<file path="src/rtl/io_station_pkg.sv">
// io_station_pkg: shared definitions for the queued IO station.
//   IO_OP_OMWRITE / IO_OP_TMREAD : operation codes carried on iOpCode
//   io_state_e                   : execution FSM states
package io_station_pkg;

  localparam logic [1:0] IO_OP_OMWRITE = 2'b00;
  localparam logic [1:0] IO_OP_TMREAD  = 2'b01;

  typedef enum logic [1:0] {
    ST_IDLE,
    ST_OMWRITE,
    ST_TMREQ,
    ST_COMMIT
  } io_state_e;

endpackage

</file>
<file path="src/rtl/io_op_fifo.sv">
// io_op_fifo: DEPTH x WIDTH synchronous FIFO holding queued IO operations.
//   clk, rst        : clock, asynchronous active-high reset (empties the queue)
//   push, push_data : write an entry (ignored when full)
//   pop, pop_data   : remove the head entry (ignored when empty); pop_data
//                     always shows the current head
//   count, full, empty : occupancy status
module io_op_fifo #(
  parameter int unsigned DEPTH = 4,
  parameter int unsigned WIDTH = 8,
  localparam int unsigned PTR_W = $clog2(DEPTH),
  localparam int unsigned CNT_W = PTR_W + 1
) (
  input  logic             clk,
  input  logic             rst,
  input  logic             push,
  input  logic [WIDTH-1:0] push_data,
  input  logic             pop,
  output logic [WIDTH-1:0] pop_data,
  output logic [CNT_W-1:0] count,
  output logic             full,
  output logic             empty
);

  logic [WIDTH-1:0] mem_q [DEPTH];
  logic [PTR_W-1:0] wr_ptr_q, wr_ptr_d;
  logic [PTR_W-1:0] rd_ptr_q, rd_ptr_d;
  logic [CNT_W-1:0] count_q, count_d;
  logic             push_ok, pop_ok;

  assign full     = (count_q == CNT_W'(DEPTH));
  assign empty    = (count_q == '0);
  assign count    = count_q;
  assign pop_data = mem_q[rd_ptr_q];
  assign push_ok  = push && !full;
  assign pop_ok   = pop && !empty;

  // DEPTH is a power of two, so the pointers wrap on natural overflow.
  always_comb begin
    wr_ptr_d = wr_ptr_q;
    rd_ptr_d = rd_ptr_q;
    count_d  = count_q;
    if (push_ok) wr_ptr_d = wr_ptr_q + 1'b1;
    if (pop_ok)  rd_ptr_d = rd_ptr_q + 1'b1;
    if (push_ok && !pop_ok)      count_d = count_q + 1'b1;
    else if (pop_ok && !push_ok) count_d = count_q - 1'b1;
  end

  always_ff @(posedge clk or posedge rst) begin
    if (rst) begin
      wr_ptr_q <= '0;
      rd_ptr_q <= '0;
      count_q  <= '0;
    end else begin
      wr_ptr_q <= wr_ptr_d;
      rd_ptr_q <= rd_ptr_d;
      count_q  <= count_d;
    end
  end

  always_ff @(posedge clk) begin
    if (push_ok) mem_q[wr_ptr_q] <= push_data;
  end

endmodule

</file>
<file path="src/rtl/io_station_queued.sv">
// io_station_queued: queues IO operations and executes them in order.
//   Clock, Reset            : clock, asynchronous active-high reset
//   iOpValid/oOpReady       : operation push handshake (opcode, src0, src1, dst)
//   oOMEMWrite*             : one LANES word per cycle for OMWRITE
//   oTMEMReadAddress/oTMEMDataRequest, iTMEMReadData/iTMEMDataAvailable :
//                             TMEM read handshake with timeout
//   oCommit*/iCommitGranted : TMREAD result return handshake
//   oBusy                   : executing or queue non-empty
//   oTimeout                : one-cycle pulse after a TMEM read timed out
module io_station_queued
  import io_station_pkg::*;
#(
  parameter int unsigned LANES        = 3,
  parameter int unsigned WORD_W       = 32,
  parameter int unsigned DEPTH        = 4,
  parameter int unsigned DST_W        = 7,
  parameter int unsigned TMEM_TIMEOUT = 255
) (
  input  logic                    Clock,
  input  logic                    Reset,
  input  logic                    iOpValid,
  output logic                    oOpReady,
  input  logic [1:0]              iOpCode,
  input  logic [LANES*WORD_W-1:0] iOpSrc0,
  input  logic [LANES*WORD_W-1:0] iOpSrc1,
  input  logic [DST_W-1:0]        iOpDst,
  output logic [WORD_W-1:0]       oOMEMWriteAddress,
  output logic [WORD_W-1:0]       oOMEMWriteData,
  output logic                    oOMEMWriteEnable,
  output logic [LANES*WORD_W-1:0] oTMEMReadAddress,
  output logic                    oTMEMDataRequest,
  input  logic [LANES*WORD_W-1:0] iTMEMReadData,
  input  logic                    iTMEMDataAvailable,
  output logic                    oCommitRequest,
  output logic [DST_W-1:0]        oCommitDestination,
  output logic [LANES*WORD_W-1:0] oCommitResult,
  input  logic                    iCommitGranted,
  output logic                    oBusy,
  output logic                    oTimeout
);

  localparam int unsigned ROW_W   = LANES * WORD_W;
  localparam int unsigned ENTRY_W = 2 + 2 * ROW_W + DST_W;
  localparam int unsigned LANE_W  = (LANES > 1) ? $clog2(LANES) : 1;
  localparam int unsigned WAIT_W  = $clog2(TMEM_TIMEOUT + 1);
  localparam int unsigned CNT_W   = $clog2(DEPTH) + 1;

  logic               fifo_push, fifo_pop, fifo_full, fifo_empty;
  logic [ENTRY_W-1:0] fifo_wdata, fifo_rdata;
  logic [CNT_W-1:0]   fifo_count;

  logic [1:0]         head_op;
  logic [ROW_W-1:0]   head_src0, head_src1;
  logic [DST_W-1:0]   head_dst;

  io_state_e          state_q, state_d;
  logic [ROW_W-1:0]   src0_q, src0_d, src1_q, src1_d, result_q, result_d;
  logic [DST_W-1:0]   dst_q, dst_d;
  logic [LANE_W-1:0]  lane_q, lane_d;
  logic [WAIT_W-1:0]  wait_q, wait_d;
  logic               timeout_q, timeout_d;
  logic               op_done;

  assign fifo_wdata = {iOpCode, iOpSrc0, iOpSrc1, iOpDst};
  assign fifo_push  = iOpValid && !fifo_full;
  assign oOpReady   = !fifo_full;

  assign head_op   = fifo_rdata[ENTRY_W-1 -: 2];
  assign head_src0 = fifo_rdata[DST_W+ROW_W +: ROW_W];
  assign head_src1 = fifo_rdata[DST_W +: ROW_W];
  assign head_dst  = fifo_rdata[DST_W-1:0];

  io_op_fifo #(
    .DEPTH (DEPTH),
    .WIDTH (ENTRY_W)
  ) u_fifo (
    .clk       (Clock),
    .rst       (Reset),
    .push      (fifo_push),
    .push_data (fifo_wdata),
    .pop       (fifo_pop),
    .pop_data  (fifo_rdata),
    .count     (fifo_count),
    .full      (fifo_full),
    .empty     (fifo_empty)
  );

  // op_done marks the edge where the current op retires; the next queued op
  // is popped on that same edge so consecutive ops run without a bubble.
  always_comb begin
    state_d   = state_q;
    src0_d    = src0_q;
    src1_d    = src1_q;
    dst_d     = dst_q;
    lane_d    = lane_q;
    wait_d    = wait_q;
    result_d  = result_q;
    timeout_d = 1'b0;
    op_done   = 1'b0;
    fifo_pop  = 1'b0;

    case (state_q)
      ST_IDLE: op_done = 1'b1;
      ST_OMWRITE: begin
        if (lane_q == LANE_W'(LANES - 1)) op_done = 1'b1;
        else                              lane_d  = lane_q + 1'b1;
      end
      ST_TMREQ: begin
        // Data on the timeout edge takes priority over the timeout.
        if (iTMEMDataAvailable) begin
          result_d = iTMEMReadData;
          state_d  = ST_COMMIT;
        end else if (wait_q == WAIT_W'(TMEM_TIMEOUT - 1)) begin
          timeout_d = 1'b1;
          op_done   = 1'b1;
        end else begin
          wait_d = wait_q + 1'b1;
        end
      end
      ST_COMMIT: if (iCommitGranted) op_done = 1'b1;
      default:   state_d = ST_IDLE;
    endcase

    if (op_done) begin
      state_d = ST_IDLE;
      if (!fifo_empty) begin
        fifo_pop = 1'b1;
        case (head_op)
          IO_OP_OMWRITE, IO_OP_TMREAD: begin
            state_d = (head_op == IO_OP_OMWRITE) ? ST_OMWRITE : ST_TMREQ;
            src0_d  = head_src0;
            src1_d  = head_src1;
            dst_d   = head_dst;
            lane_d  = '0;
            wait_d  = '0;
          end
          default: state_d = ST_IDLE;
        endcase
      end
    end
  end

  always_ff @(posedge Clock or posedge Reset) begin
    if (Reset) begin
      state_q   <= ST_IDLE;
      src0_q    <= '0;
      src1_q    <= '0;
      dst_q     <= '0;
      lane_q    <= '0;
      wait_q    <= '0;
      result_q  <= '0;
      timeout_q <= 1'b0;
    end else begin
      state_q   <= state_d;
      src0_q    <= src0_d;
      src1_q    <= src1_d;
      dst_q     <= dst_d;
      lane_q    <= lane_d;
      wait_q    <= wait_d;
      result_q  <= result_d;
      timeout_q <= timeout_d;
    end
  end

  assign oOMEMWriteEnable   = (state_q == ST_OMWRITE);
  assign oOMEMWriteAddress  = oOMEMWriteEnable ? src1_q[lane_q*WORD_W +: WORD_W] : '0;
  assign oOMEMWriteData     = oOMEMWriteEnable ? src0_q[lane_q*WORD_W +: WORD_W] : '0;
  assign oTMEMDataRequest   = (state_q == ST_TMREQ);
  assign oTMEMReadAddress   = oTMEMDataRequest ? src0_q : '0;
  assign oCommitRequest     = (state_q == ST_COMMIT);
  assign oCommitDestination = dst_q;
  assign oCommitResult      = result_q;
  assign oBusy              = (state_q != ST_IDLE) || (fifo_count != '0);
  assign oTimeout           = timeout_q;

endmodule
</file>
<file path="config.mk">
export PLATFORM = sky130hd
export DESIGN_NAME = io_station_queued
export DESIGN_NICKNAME = d
export VERILOG_FILES = /design/src/rtl/io_station_pkg.sv /design/src/rtl/io_op_fifo.sv /design/src/rtl/io_station_queued.sv
export SDC_FILE = /design/constraint.sdc
export NUM_CORES = 1
export LEC_CHECK = 0
export ABC_CLOCK_PERIOD_IN_PS = 23200
export CELL_PAD_IN_SITES_DETAIL_PLACEMENT = 0
export CELL_PAD_IN_SITES_GLOBAL_PLACEMENT = 2
export CORE_ASPECT_RATIO = 1.2
export CORE_MARGIN = 3
export CORE_UTILIZATION = 42
export DETAILED_ROUTE_END_ITERATION = 6
export PLACE_DENSITY_LB_ADDON = 0.15
export SLEW_MARGIN = 40
export SYNTH_ARGS = -nofsm -noshare
export SYNTH_HDL_FRONTEND = slang
export SYNTH_HIERARCHICAL = 1
export SYNTH_SLANG_ARGS = --single-unit
</file>
<file path="constraint.sdc">
create_clock -name Clock -period 23.2 [get_ports Clock]
set_input_delay 4.64 -clock Clock [delete_from_list [all_inputs] [get_ports Clock]]
set_output_delay 4.64 -clock Clock [all_outputs]
set_load 0.05 [all_outputs]
</file>
## After elaboration in Yosys (flattened, before gate mapping)

Memories as Yosys holds them, arrays and structs flattened.
Cells that the tools add are included.

| storage, ports and cells | value |
|---|---|
| flip-flop bits (word level) | 315 |
| bits in writable memories | 804 |
| output and inout port bits | 269 |
| memories | 1 |

| operators by class | value |
|---|---|
| add/sub/neg operators | 6 |
| equality and inequality tests | 7 |
| shift-type cells | 2 |
| mux-type cells | 32 |
| bitwise operators | 1 |
| reduce and logical (&&, ||, !) cells | 22 |

Memories:

| memory | depth | bits a word | read ports | clocked after memory_dff | write ports | line | RTL |
|---|---|---|---|---|---|---|---|
| u_fifo.mem_q | 4 | 201 | 1 | 0 | 1 | io_op_fifo.sv:24 | `logic [WIDTH-1:0] mem_q [DEPTH];` |

Operators with widths:

| kind | number |
|---|---|
| 96-bit by 8-bit indexed part select with 32-bit output | 2 |
| 96-bit two-way mux | 1 |
| 32-bit two-way mux | 2 |
| 8-bit two-way mux | 6 |
| 2-bit two-way mux | 11 |
| 1-bit two-way mux | 9 |
| 8-bit by 1-bit adder with 8-bit output, second input constant | 1 |
| 8-bit == test, second input constant | 1 |
| 2-bit nonzero test | 4 |
| 2-bit by 1-bit adder with 2-bit output, second input constant | 3 |
| 2-bit == test, second input constant | 3 |
| 3-bit two-way mux | 2 |
| 1-bit logical AND | 5 |
| 2-bit by 1-bit == test with 1-bit output, second input constant | 2 |
| 1-bit logical NOT | 4 |
| 2-bit logical NOT | 2 |
| 1-bit case mux with 4 select lines | 1 |
| 2-bit AND reduction | 2 |
| 3-bit by 1-bit adder with 3-bit output, second input constant | 1 |
| 3-bit == test, second input constant | 1 |
| 3-bit logical NOT | 1 |
| 3-bit AND reduction | 1 |
| 3-bit nonzero test | 1 |
| 3-bit by 1-bit subtractor with 3-bit output, second input constant | 1 |
| 3 further kinds | 3 |

## Longest topological paths before layout

Gate-level depths: netlist of the first run.

| depth | value |
|---|---|
| depth in word-level cells | 9 |
| mapped depth | 14 |
| gate-level depth less buffers | 14 |

## By module

Netlist of the first run, hierarchy kept.

Modules (own cells, without submodules):

| module | times used | cells an instance | area an instance (um^2) |
|---|---|---|---|
| io_op_fifo | 1 | 1086 | 29437.0 |
| io_station_queued | 1 | 1096 | 14885.5 |

## Least setup slack after synthesis of the first run

No wires, ideal clock.

| timing path | value |
|---|---|
| path type | input port to flip-flop |
| start point | input port iOpValid |
| end point | memory u_fifo/mem_q[0][0] in the netlist's numbering, enable pin |
| library setup time | 0.586 ns |
| data arrival time | 9.606 ns |
| setup slack | 13.008 ns |
| stages on the path | 4 |
| cells stage by stage | nor2b_1 nor2b_1 buf_2 and2_1 |

| between the ends | value |
|---|---|
| cells in the longest elaborated chain, start to end | 4 |

RTL lines:

| element | line | RTL |
|---|---|---|
| start: declaration | io_station_queued.sv:21 | `input logic iOpValid,` |
| 1-bit logical AND | io_station_queued.sv:65 | `assign fifo_push = iOpValid && !fifo_full;` |
| 1-bit logical AND | io_op_fifo.sv:34 | `assign push_ok = push && !full;` |
| via u_fifo.push_ok | io_op_fifo.sv:28 | `logic push_ok, pop_ok;` |
| 1-bit two-way mux | io_op_fifo.sv:61 | `if (push_ok) mem_q[wr_ptr_q] <= push_data;` |
| 1-bit two-way mux (not written as such) | io_op_fifo.sv:61 |  |
| end: declaration | io_op_fifo.sv:24 |  |

The timed path passes the listed nets, and every way through them passes these cells.

## Worst setup path in the final report of the first run

| timing path | value |
|---|---|
| start point | register lane_q[1] |
| end point | output port oOMEMWriteData[0] |

| between the ends | value |
|---|---|
| cells in the longest elaborated chain, start to end | 2 |

RTL lines:

| element | line | RTL |
|---|---|---|
| start: declaration | io_station_queued.sv:59 | `logic [LANE_W-1:0] lane_q, lane_d;` |
| start signal: assignment | io_station_queued.sv:158 | `lane_q <= lane_d;` |
| 96-bit by 8-bit indexed part select with 32-bit output | io_station_queued.sv:167 | `assign oOMEMWriteData = oOMEMWriteEnable ? src0_q[lane_q*WORD_W +: WORD_W] : '0;` |
| 32-bit two-way mux | io_station_queued.sv:167 |  |
| end: declaration | io_station_queued.sv:28 | `output logic [WORD_W-1:0] oOMEMWriteData,` |

No other way between the ends.

==> summary.md, run 1 <==
| Metric | Value |
|---|---|
| P_leak | approximately 0.020 uW |
| Instance count of the mapped netlist | 2182 |
| Register area share after synthesis | 72.3% |
| Skew-Pair Late Insertion Delay | between 0.6 and 0.7 ns |
| Crit end category | primary output |
| Congestion Overflow GR | 0 |
| Critical path class | reg2out |
| TritonRoute pass-1 iters | 5 |
| Worst Hold Class | reg2reg |
| Cell mode on critical path | nor2_1 |
| DR WL/cell | 25.9 um |
| Worst Setup EP | oOMEMWriteData[0] |
| Crit path DAT | 3.81 ns |
| Num rows | 129 |
| Post-synth ARST share | 28.2% |
| Hold_buf cts | 0 |
| Clk pwr share | roughly 23% |
| Slowest cell on crit path | clkdlybuf4s50_1 |
| Setup TNS | 0 ns |
| Die width | between 300 and 400 um |
| Worst Path Max Fanout | 46 |
| Critical Path Source | lane_q[1] |
| DP HPWL | 71900 um |
| Internal power | 5240 uW |
| CTS root buf | clkbuf_16 |
| # IOs | 571 |
| Status | completed |
| Post-synth top area cell | edfxtp_1 |
| Area of the mapped netlist | 44300 um2 |
| Worst VDD drop | 89.4 uV |
| CTS sink count | 1119 |
| DRT met1 WL | 44500 um |
| Routed via count | 22300 |
| Top-count cell post-synth | edfxtp_1 |
| Logic pwr share | between 30% and 40% |
| Synth cell count leaders | edfxtp_1 (804), dfrtp_1 (315), mux4_2 (201) |
| Share of layout cells above drive strength 1 | 25.4% |
| Synth warn | 6 |
| Area Overhead vs Synth | 24.2% |
| Chip Height | 362 um |
| Crit start category | flop |
| Clock-pin slew on the worst setup and hold paths | 0.06 ns |
| Reg2reg setup slack | 19.10 ns |
| Worst slew pin tran | 0.838 ns |
| Utilization after layout | 53.0% |
| Die area | around 110000 um2 |
| Part of the power in registers | 38.5% |
| Pwr/cell area | around 150 nW/um2 |
| Initial DRC count | around 1400 |
| Post-CTS Setup Inserts | 0 |
| Synth top area cells | edfxtp_1 (54%), dfrtp_1 (18%), mux4_2 (10%) |
| Met2 wire length | around 55000 um |
| R2R depth | 6 |
| Unique masters post-synth | 45 |
| Detail Route Antenna Nets | 0 |
| First-pass GRT wire length | between 150000 and 200000 um |
| Largest net degree at the start of global routing | 90 |
| Top routing layer in use | met5 |
| GRT Total Usage | approximately 20% |
| Reg-to-reg startpoint | u_fifo/rd_ptr_q[0] |
| Detailed Route WL | approximately 110000 um |
| Worst relative slew slack | 44.1% |
| Max Slew Vio Count | 0 |
| Synthesized flop and latch total | 1119 |
| H-tree depth | 3 |
| Ys flop type | edfxtp_1 |
| Final Hold Vio Count | 0 |
| Vias in the first global route | 23900 |
| Setup violators final | 0 |
| Share of Yosys cell area claimed by the top area cell type | 54.5% |
| Psw | 2750 uW |
| Avg Inst Size Synth | just over 20 um2 |
| Sw Share | between 30% and 40% |
| Worst path cell trace | buf_6, mux2i_1, nor2_1, a21oi_1, nor2_1, clkdlybuf4s50_1 |
| Via density per instance | 5.21 |
| Tcrit/Tclk final | 36.4% |
| Critical Path RT | 18.56 ns |
| Core Area | 104000 um2 |
| Cts repair resizes | 0 |
| Unrepaired setup endpoints after global routing | false |
| DRC | 0 |
| Largest stage delay on the critical path | 0.89 ns |
| Initial core utilization | between 40 and 50% |
| Routability cong. | 0.750 |
| Fmax | 118 MHz |
| Initial antenna violation count | 38 |
| Number of synthesized flops with an enable pin | 804 |
| Mapped Nets | 2494 |
| Worst R2R End | src0_q[4] |
| Max Clock Skew | between 0.015 and 0.02 ns |
| I/O Buffers | 570 |
| CTS tree | built |
| Met3 WL post-DR | 8470 um |
| Clock tree buffer depth | 3 |
| Tmin final | 8.45 ns |
| CTS Buf Count | 112 |
| # nets final | slightly above 3000 |
| Maxcap violations | 0 |
cell families after synthesis:
kind of cell,count (synthesis),synth area share (%)
buf+inv,131,2.36
xor+xnor,13,0.257
mux,562,20.8
flops,1119,72.3
fa+ha+maj,10,0.299
simple gates,267,3.02
compound gates,80,1.00
stage by stage:
step           instance area [um2]  total power, uW  std cells  hold WS, ns  worst slack (ns)
2_1_floorplan                44300             5470       2182        0.475             10.04
3_3_place_gp                 51100             6220       4041        0.486             14.44
3_5_place_dp                 51300             6300       4048        0.491             14.81
4_1_cts                      55000             8110       4262        0.505             14.68
5_1_grt                      55000             8390       4267        0.511             14.59
6_report                     55000             7990       4274        0.502             14.75
power by group through the flow:
| stage | Combinational [uW] | Sequential, uW | Clock (uW) |
|---|---|---|---|
| after floorplan | 2120 | 3350 | 0 |
| after global placement | 3100 | 3130 | 0 |
| after detailed placement | 3170 | 3130 | 0 |
| after CTS | 3170 | 3090 | 1850 |
| after global routing | 3310 | 3140 | 1940 |
| final | 3110 | 3080 | 1800 |
worst min path at each step:
stage / startpoint / endpoint / cells past startpoint
6_report: oCommitResult[4] / oCommitResult[4] / 1
5_1_grt: oCommitResult[10] / oCommitResult[10] / 1
4_1_cts: oCommitResult[63] / oCommitResult[63] / 1
3_5_place_dp: oCommitResult[63] / oCommitResult[63] / 1
3_3_place_gp: oCommitResult[13] / oCommitResult[13] / 1
2_1_floorplan: u_fifo/count[2] / u_fifo/count[2] / 1
flip-flops by register name, indices dropped and copies added, names as in the netlist:
signal and count:
u_fifo/wr_ptr_q 2, oCommitResult 96, src0_q 96, u_fifo/count 3, src1_q 96, oCommitDestination 7
lane_q 2, oTimeout 1, u_fifo/rd_ptr_q 2, wait_q 8, state_q 2, u_fifo/mem_q 804
layout by cell type, fill, tap and decap left out, types with 2 or more instances in the layout:
master,instances
nand4_1,2
and2_4,4
buf_12,6
clkinv_2,26
inv_6,2
bufinv_16,10
clkinvlp_4,9
nand2_1,9
dfrtp_1,311
mux2i_1,64
clkbuf_16,113
mux4_2,201
inv_8,2
and2_1,97
ha_1,9
nor2b_1,2
clkinv_4,2
clkbuf_1,25
diode_2,10
buf_8,2
clkinv_8,4
xnor2_1,8
mux2_2,107
and3_1,2
edfxtp_1,804
nor2_1,135
a21oi_1,56
clkdlybuf4s50_1,570
clkbuf_8,9
mux2_4,189
nor3_1,3
buf_4,14
xor2_1,5
clkinv_1,15
dfrtp_4,4
a31oi_1,18
buf_6,20
inv_1,8
worst max-delay path: cells and delay by family, from the launching register on:
kind	cells	cell delay [ns]
flip-flops	1	0.79
buffers and inverters	2	1.55
multiplexers	1	0.19
AO/OA/AOI/OAI	1	0.05
AND/OR/NAND/NOR	2	0.50
per-layer routing:
layer	vias to the layer above	global-route usage, %
met2	698	34.1
met3	167	5.73
met5	-	0
met1	11600	25.6
met4	34	4.61
li1	9737	-
layout make-up:
type | count | area, um2
fillers | 8281 | 48900
flip-flops and latches | 1119 | 32000
clock buffers | 147 | 3050
clock inverters | 67 | 656
diodes | 10 | 25.0
multi-input cells | 932 | 11300
repair buffers | 613 | 6210
inverters | 11 | 51.3
well taps | 1375 | 1720
No activity file was read; power rests on OpenSTA's default activity.
==> run 2: changes to the inputs <==
--- a/config.mk
+++ b/config.mk
@@ -5,7 +5,7 @@
 export SDC_FILE = /design/constraint.sdc
 export NUM_CORES = 1
 export LEC_CHECK = 0
-export ABC_CLOCK_PERIOD_IN_PS = 23200
+export ABC_CLOCK_PERIOD_IN_PS = 8450
 export CELL_PAD_IN_SITES_DETAIL_PLACEMENT = 0
 export CELL_PAD_IN_SITES_GLOBAL_PLACEMENT = 2
 export CORE_ASPECT_RATIO = 1.2
==> constraint.sdc (replaced) <==
create_clock -name Clock -period 8.45 [get_ports Clock]
set_input_delay 1.69 -clock Clock [delete_from_list [all_inputs] [get_ports Clock]]
set_output_delay 1.69 -clock Clock [all_outputs]
set_load 0.05 [all_outputs]
==> summary.md, run 2 (synthesized netlist as in run 1, its figures left out) <==
| Metric | Value |
|---|---|
| DR WL/cell | between 20 and 30 um |
| Sw Share | between 30% and 40% |
| Congestion Overflow GR | 0 |
| CTS tree | built |
| Clock-pin slew on the worst setup and hold paths | roughly 0.06 ns |
| Max Slew Vio Count | 0 |
| Slowest cell on crit path | dfrtp_4 |
| Delay-heaviest family, CP | buffers and inverters |
| Most frequent cells in the layout | edfxtp_1 (804), clkdlybuf4s50_1 (570), dfrtp_1 (311) |
| CTS root buf | clkbuf_16 |
| Hold_buf cts | 0 |
| Tmin final | between 5 and 6 ns |
| Setup TNS | 0 ns |
| DP HPWL | around 70000 um |
| Initial antenna violation count | about 40 |
| Post-CTS Setup Inserts | 0 |
| Part of the power in registers | a little under two fifths |
| Die width | 303 um |
| Fin cells | about 4300 |
| TritonRoute pass-1 iters | 5 |
| Worst Path Max Fanout | 34 |
| Worst path cell trace | clkinv_1, a31oi_1, nor2_1, clkdlybuf4s50_1 |
| R2R depth | 8 |
| Largest Register | u_fifo/mem_q |
| Crit end category | primary output |
| Worst Hold Class | reg2reg |
| Max Clock Skew | 0.0276 ns |
| Maxcap violations | 0 |
| Final Hold Vio Count | 0 |
| Initial DRC count | 1270 |
| Crit path DAT | ~3.9 ns |
| WHS Path Cells | 1 |
| Placed cells | slightly above 4000 |
| Worst setup margin | 2.86 ns |
| Clk pwr share | 22.8% |
| Crit start category | flop |
| Setup violators final | 0 |
| Most common cell after layout, fill and taps aside | edfxtp_1 |
| Worst VDD drop | 268 uV |
| Initial core utilization | between 40% and 50% |
| Largest stage delay on the critical path | 0.91 ns |
| Critical path class | reg2out |
| Clock tree buffer depth | 3 |
| Status | completed |
| Chip Height | 362 um |
| Detailed Route WL | 110000 um |
| First-pass GRT wire length | about 160000 um |
| Via density per instance | 5.17 |
| # nets final | 3096 |
| Worst relative slew slack | 45.5% |
| Internal power | 14500 uW |
| CTS Buf Count | 111 |
| Reg2reg setup slack | around 4.6 ns |
| Num rows | 129 |
| Cts repair resizes | 0 |
| Worst slew pin tran | between 0.8 and 0.9 ns |
| Crit path buffers/inverters | 2 |
| Area Overhead vs Synth | 24.6% |
| Routed via count | 22100 |
| Share of layout cells above drive strength 1 | 25.4% |
| Routability cong. | 0.812 |
| Detail Route Antenna Nets | 0 |
| GRT Total Usage | about a fifth |
| Tcrit/Tclk final | 66.1% |
| Core Area | 104000 um2 |
| P_leak | 0.0196 uW |
| CTS sink count | around 1100 |
| Fill cells | 8297 |
| Max reg flops | 804 |
| Pre-CTS setup slack | 3.29 ns |
| Die area | 109000 um2 |
| Critical Path RT | 6.76 ns |
| Unrepaired setup endpoints after global routing | false |
| Largest net degree at the start of global routing | 122 |
| Fmax | 179 MHz |
| Worst path depth | 4 |
| Pwr/cell area | 400 nW/um2 |
| Psw | between 7000 and 8000 uW |
| DRC | 0 |
| Logic pwr share | 38.8% |
| H-tree depth | 3 |
| Vias in the first global route | 23800 |
| # IOs | between 500 and 600 |
| Skew-Pair Late Insertion Delay | about 0.69 ns |
| I/O Buffers | 570 |
-- run 2: cell type report --
cell class	count	area [um2]	area share (%)
antenna	20	50.0	0.0906
clock buffer	147	3080	5.57
clock inverter	63	684	1.24
inverter	11	46.3	0.0839
multi-input combinational	932	11300	20.4
sequential	1119	32000	58.0
tap	1375	1720	3.12
timing repair buffer	609	6300	11.4
-- run 2: worst paths after layout --
kind | start | endpoint
setup / recovery | lane_q[1] | oOMEMWriteData[20]
max in group asynchronous | Reset | oCommitResult[2]
setup reg to reg | u_fifo/rd_ptr_q[0] | src0_q[3]
min in group asynchronous | Reset | u_fifo/count[1]
hold reg to reg | oCommitResult[55] | oCommitResult[55]
hold / removal | oCommitResult[55] | oCommitResult[55]
-- run 2: worst register-to-register path: stages (launching register included) --
cell and delay, ns:
dfrtp_4 0.71, buf_12 0.29, mux4_2 0.53, nor2_1 0.17, o21a_4 0.58, buf_12 0.26
buf_16 0.39, buf_16 0.40, mux2_4 0.42
-- run 2: per-layer routing --
metal	vias up	GRT usage (%)	part of all wire (%)
li1	9721	-	-
met1	11500	24.7	40
met2	637	33.8	50
met3	181	6.06	7.8
met4	34	5.56	1.9
met5	-	0	0.20
-- run 2: through the flow --
stage / hold WS [ns] / cell area, um2 / util, % / total power (uW)
floorplan: 0.475 / 44300 / - / 15000
finish: 0.503 / 55200 / 53.1 / 22100
detailed placement: 0.491 / 51300 / 49.3 / 17300
global route: 0.518 / 55200 / 53.1 / 23100
global placement: 0.488 / 51100 / 49.2 / 17100
CTS: 0.505 / 55100 / 53.0 / 22400
-- run 2: power groups by stage --
stage | combinational (uW) | clock (uW) | sequential (uW)
2_1_floorplan | 5830 | 0 | 9200
3_3_place_gp | 8530 | 0 | 8590
4_1_cts | 8710 | 5180 | 8510
5_1_grt | 9100 | 5410 | 8640
6_report | 8570 | 5030 | 8480
3_5_place_dp | 8710 | 0 | 8610
==> run 3: changes to the inputs <==
--- a/config.mk
+++ b/config.mk
@@ -5,7 +5,7 @@
 export SDC_FILE = /design/constraint.sdc
 export NUM_CORES = 1
 export LEC_CHECK = 0
-export ABC_CLOCK_PERIOD_IN_PS = 8450
+export ABC_CLOCK_PERIOD_IN_PS = 5650
 export CELL_PAD_IN_SITES_DETAIL_PLACEMENT = 0
 export CELL_PAD_IN_SITES_GLOBAL_PLACEMENT = 2
 export CORE_ASPECT_RATIO = 1.2
==> constraint.sdc (replaced) <==
create_clock -name Clock -period 5.65 [get_ports Clock]
set_input_delay 1.13 -clock Clock [delete_from_list [all_inputs] [get_ports Clock]]
set_output_delay 1.13 -clock Clock [all_outputs]
set_load 0.05 [all_outputs]
==> summary.md, run 3 (synthesized netlist as in run 1, its figures left out) <==
| Metric | Value |
|---|---|
| Status | completed |
| Largest Register | u_fifo/mem_q |
| Pre-CTS setup slack | 1.42 ns |
| Via density per instance | 5.18 |
| Initial antenna violation count | 39 |
| Largest net degree at the start of global routing | 97 |
| Pwr/cell area | 599 nW/um2 |
| Crit end category | primary output |
| Skew-Pair Late Insertion Delay | ~0.68 ns |
| Tmin final | 4.85 ns |
| # IOs | between 500 and 600 |
| Area Overhead vs Synth | 24.8% |
| Setup violators final | 0 |
| Critical Path RT | 4.52 ns |
| Core Area | 104000 um2 |
| Routability cong. | 0.758 |
| DP HPWL | ~72000 um |
| Most frequent cells in the layout | edfxtp_1 (804), clkdlybuf4s50_1 (569), dfrtp_1 (311) |
| # nets final | 3109 |
| H-tree depth | 3 |
| Initial core utilization | 42.6% |
| Worst Hold Class | reg2reg |
| Tcrit/Tclk final | 85.9% |
| I/O Buffers | 570 |
| Detail Route Antenna Nets | 0 |
| Unrepaired setup endpoints after global routing | false |
| Final Hold Vio Count | 0 |
| GRT Total Usage | 20.2% |
| Maxcap violations | 0 |
| Chip Height | 362 um |
| Vias in the first global route | 24000 |
| Share of layout cells above drive strength 1 | 25.5% |
| CTS root buf | clkbuf_16 |
| Hold slack final | 0.501 ns |
| Setup TNS | 0 ns |
| Num rows | about 130 |
| Worst setup margin | roughly 0.80 ns |
| Hold_buf cts | 0 |
| Clock tree buffer depth | 3 |
| DRC | 0 |
| Max reg flops | 804 |
| Fin cells | 4288 |
| Worst relative slew slack | 45.3% |
| Congestion Overflow GR | 0 |
| Cts repair resizes | 0 |
| Clock-pin slew on the worst setup and hold paths | 0.06 ns |
| CTS Buf Count | 111 |
| Worst slew pin tran | about 0.8 ns |
| Post-CTS Setup Inserts | 0 |
| Utilization after layout | ~53% |
| Most common cell after layout, fill and taps aside | edfxtp_1 |
| Critical path class | reg2out |
| CTS tree | built |
| P_leak | 0.0196 uW |
| Detailed Route WL | between 100000 and 150000 um |
| TritonRoute pass-1 iters | 5 |
| Crit start category | flop |
| Worst VDD drop | 408 uV |
| Crit path DAT | 3.72 ns |
| DR WL/cell | ~26 um |
| CTS sink count | 1119 |
| Fill cells | between 8000 and 9000 |
| First-pass GRT wire length | 163000 um |
| Worst Path Max Fanout | 38 |
| Fmax | a little over 200 MHz |
| Max Slew Vio Count | 0 |
| Placed cells | 4058 |
| Die area | 109000 um2 |
| Max Clock Skew | 0.0265 ns |
| Initial DRC count | roughly 1300 |
| Die width | ~300 um |
| Routed via count | 22200 |
[run 3: per-stage QoR]
step	cell area (um2)	total power, uW
after floorplan	44300	22300
after global placement	51400	25800
after detailed placement	51500	26100
after CTS	55200	33600
after global routing	55300	34700
final	55300	33100
[run 3: metal layers]
layer | track usage, % | wire (um) | vias to the layer above
li1 | - | - | 9761
met1 | 25.1 | 44200 | 11500
met2 | 34.3 | 55700 | 692
met3 | 6.00 | 9060 | 173
met4 | 5.95 | 2430 | 32
met5 | 0 | 232 | -
[run 3: power by group]
part	total (uW)	internal (uW)	switching [uW]	leakage (uW)
combinational	13000	6040	6950	0.00674
sequential	12600	11300	1290	0.0111
clock	7500	4390	3110	0.00182
[run 3: path summary, 6_finish.rpt]
path,slack (ns),cells after the start,start,endpoint
max in group asynchronous,3.70,3,Reset,src1_q[34]
hold reg to reg,0.50,1,oCommitResult[88],oCommitResult[88]
setup / recovery,0.80,6,lane_q[0],oOMEMWriteData[12]
min in group asynchronous,0.85,2,Reset,u_fifo/rd_ptr_q[0]
setup reg to reg,2.08,7,lane_q[1],src0_q[0]
hold / removal,0.50,1,oCommitResult[88],oCommitResult[88]
[run 3: cell type report]
class | instances | area, um2 | share of cell area (%)
flip-flops and latches | 1119 | 32000 | 57.9
inverters | 11 | 46.3 | 0.0837
clock inverters | 63 | 684 | 1.24
clock buffers | 148 | 3080 | 5.57
repair buffers | 622 | 6390 | 11.6
well taps | 1375 | 1720 | 3.11
multi-input cells | 932 | 11300 | 20.4
diodes | 18 | 45.0 | 0.0815
[run 3: critical path, cell delays in order (launching register included)]
cell,delay [ns]
dfrtp_4,0.75
inv_1,0.21
nor2_4,0.69
buf_4,0.38
a21oi_1,0.11
nor2_1,0.10
clkdlybuf4s50_1,0.82
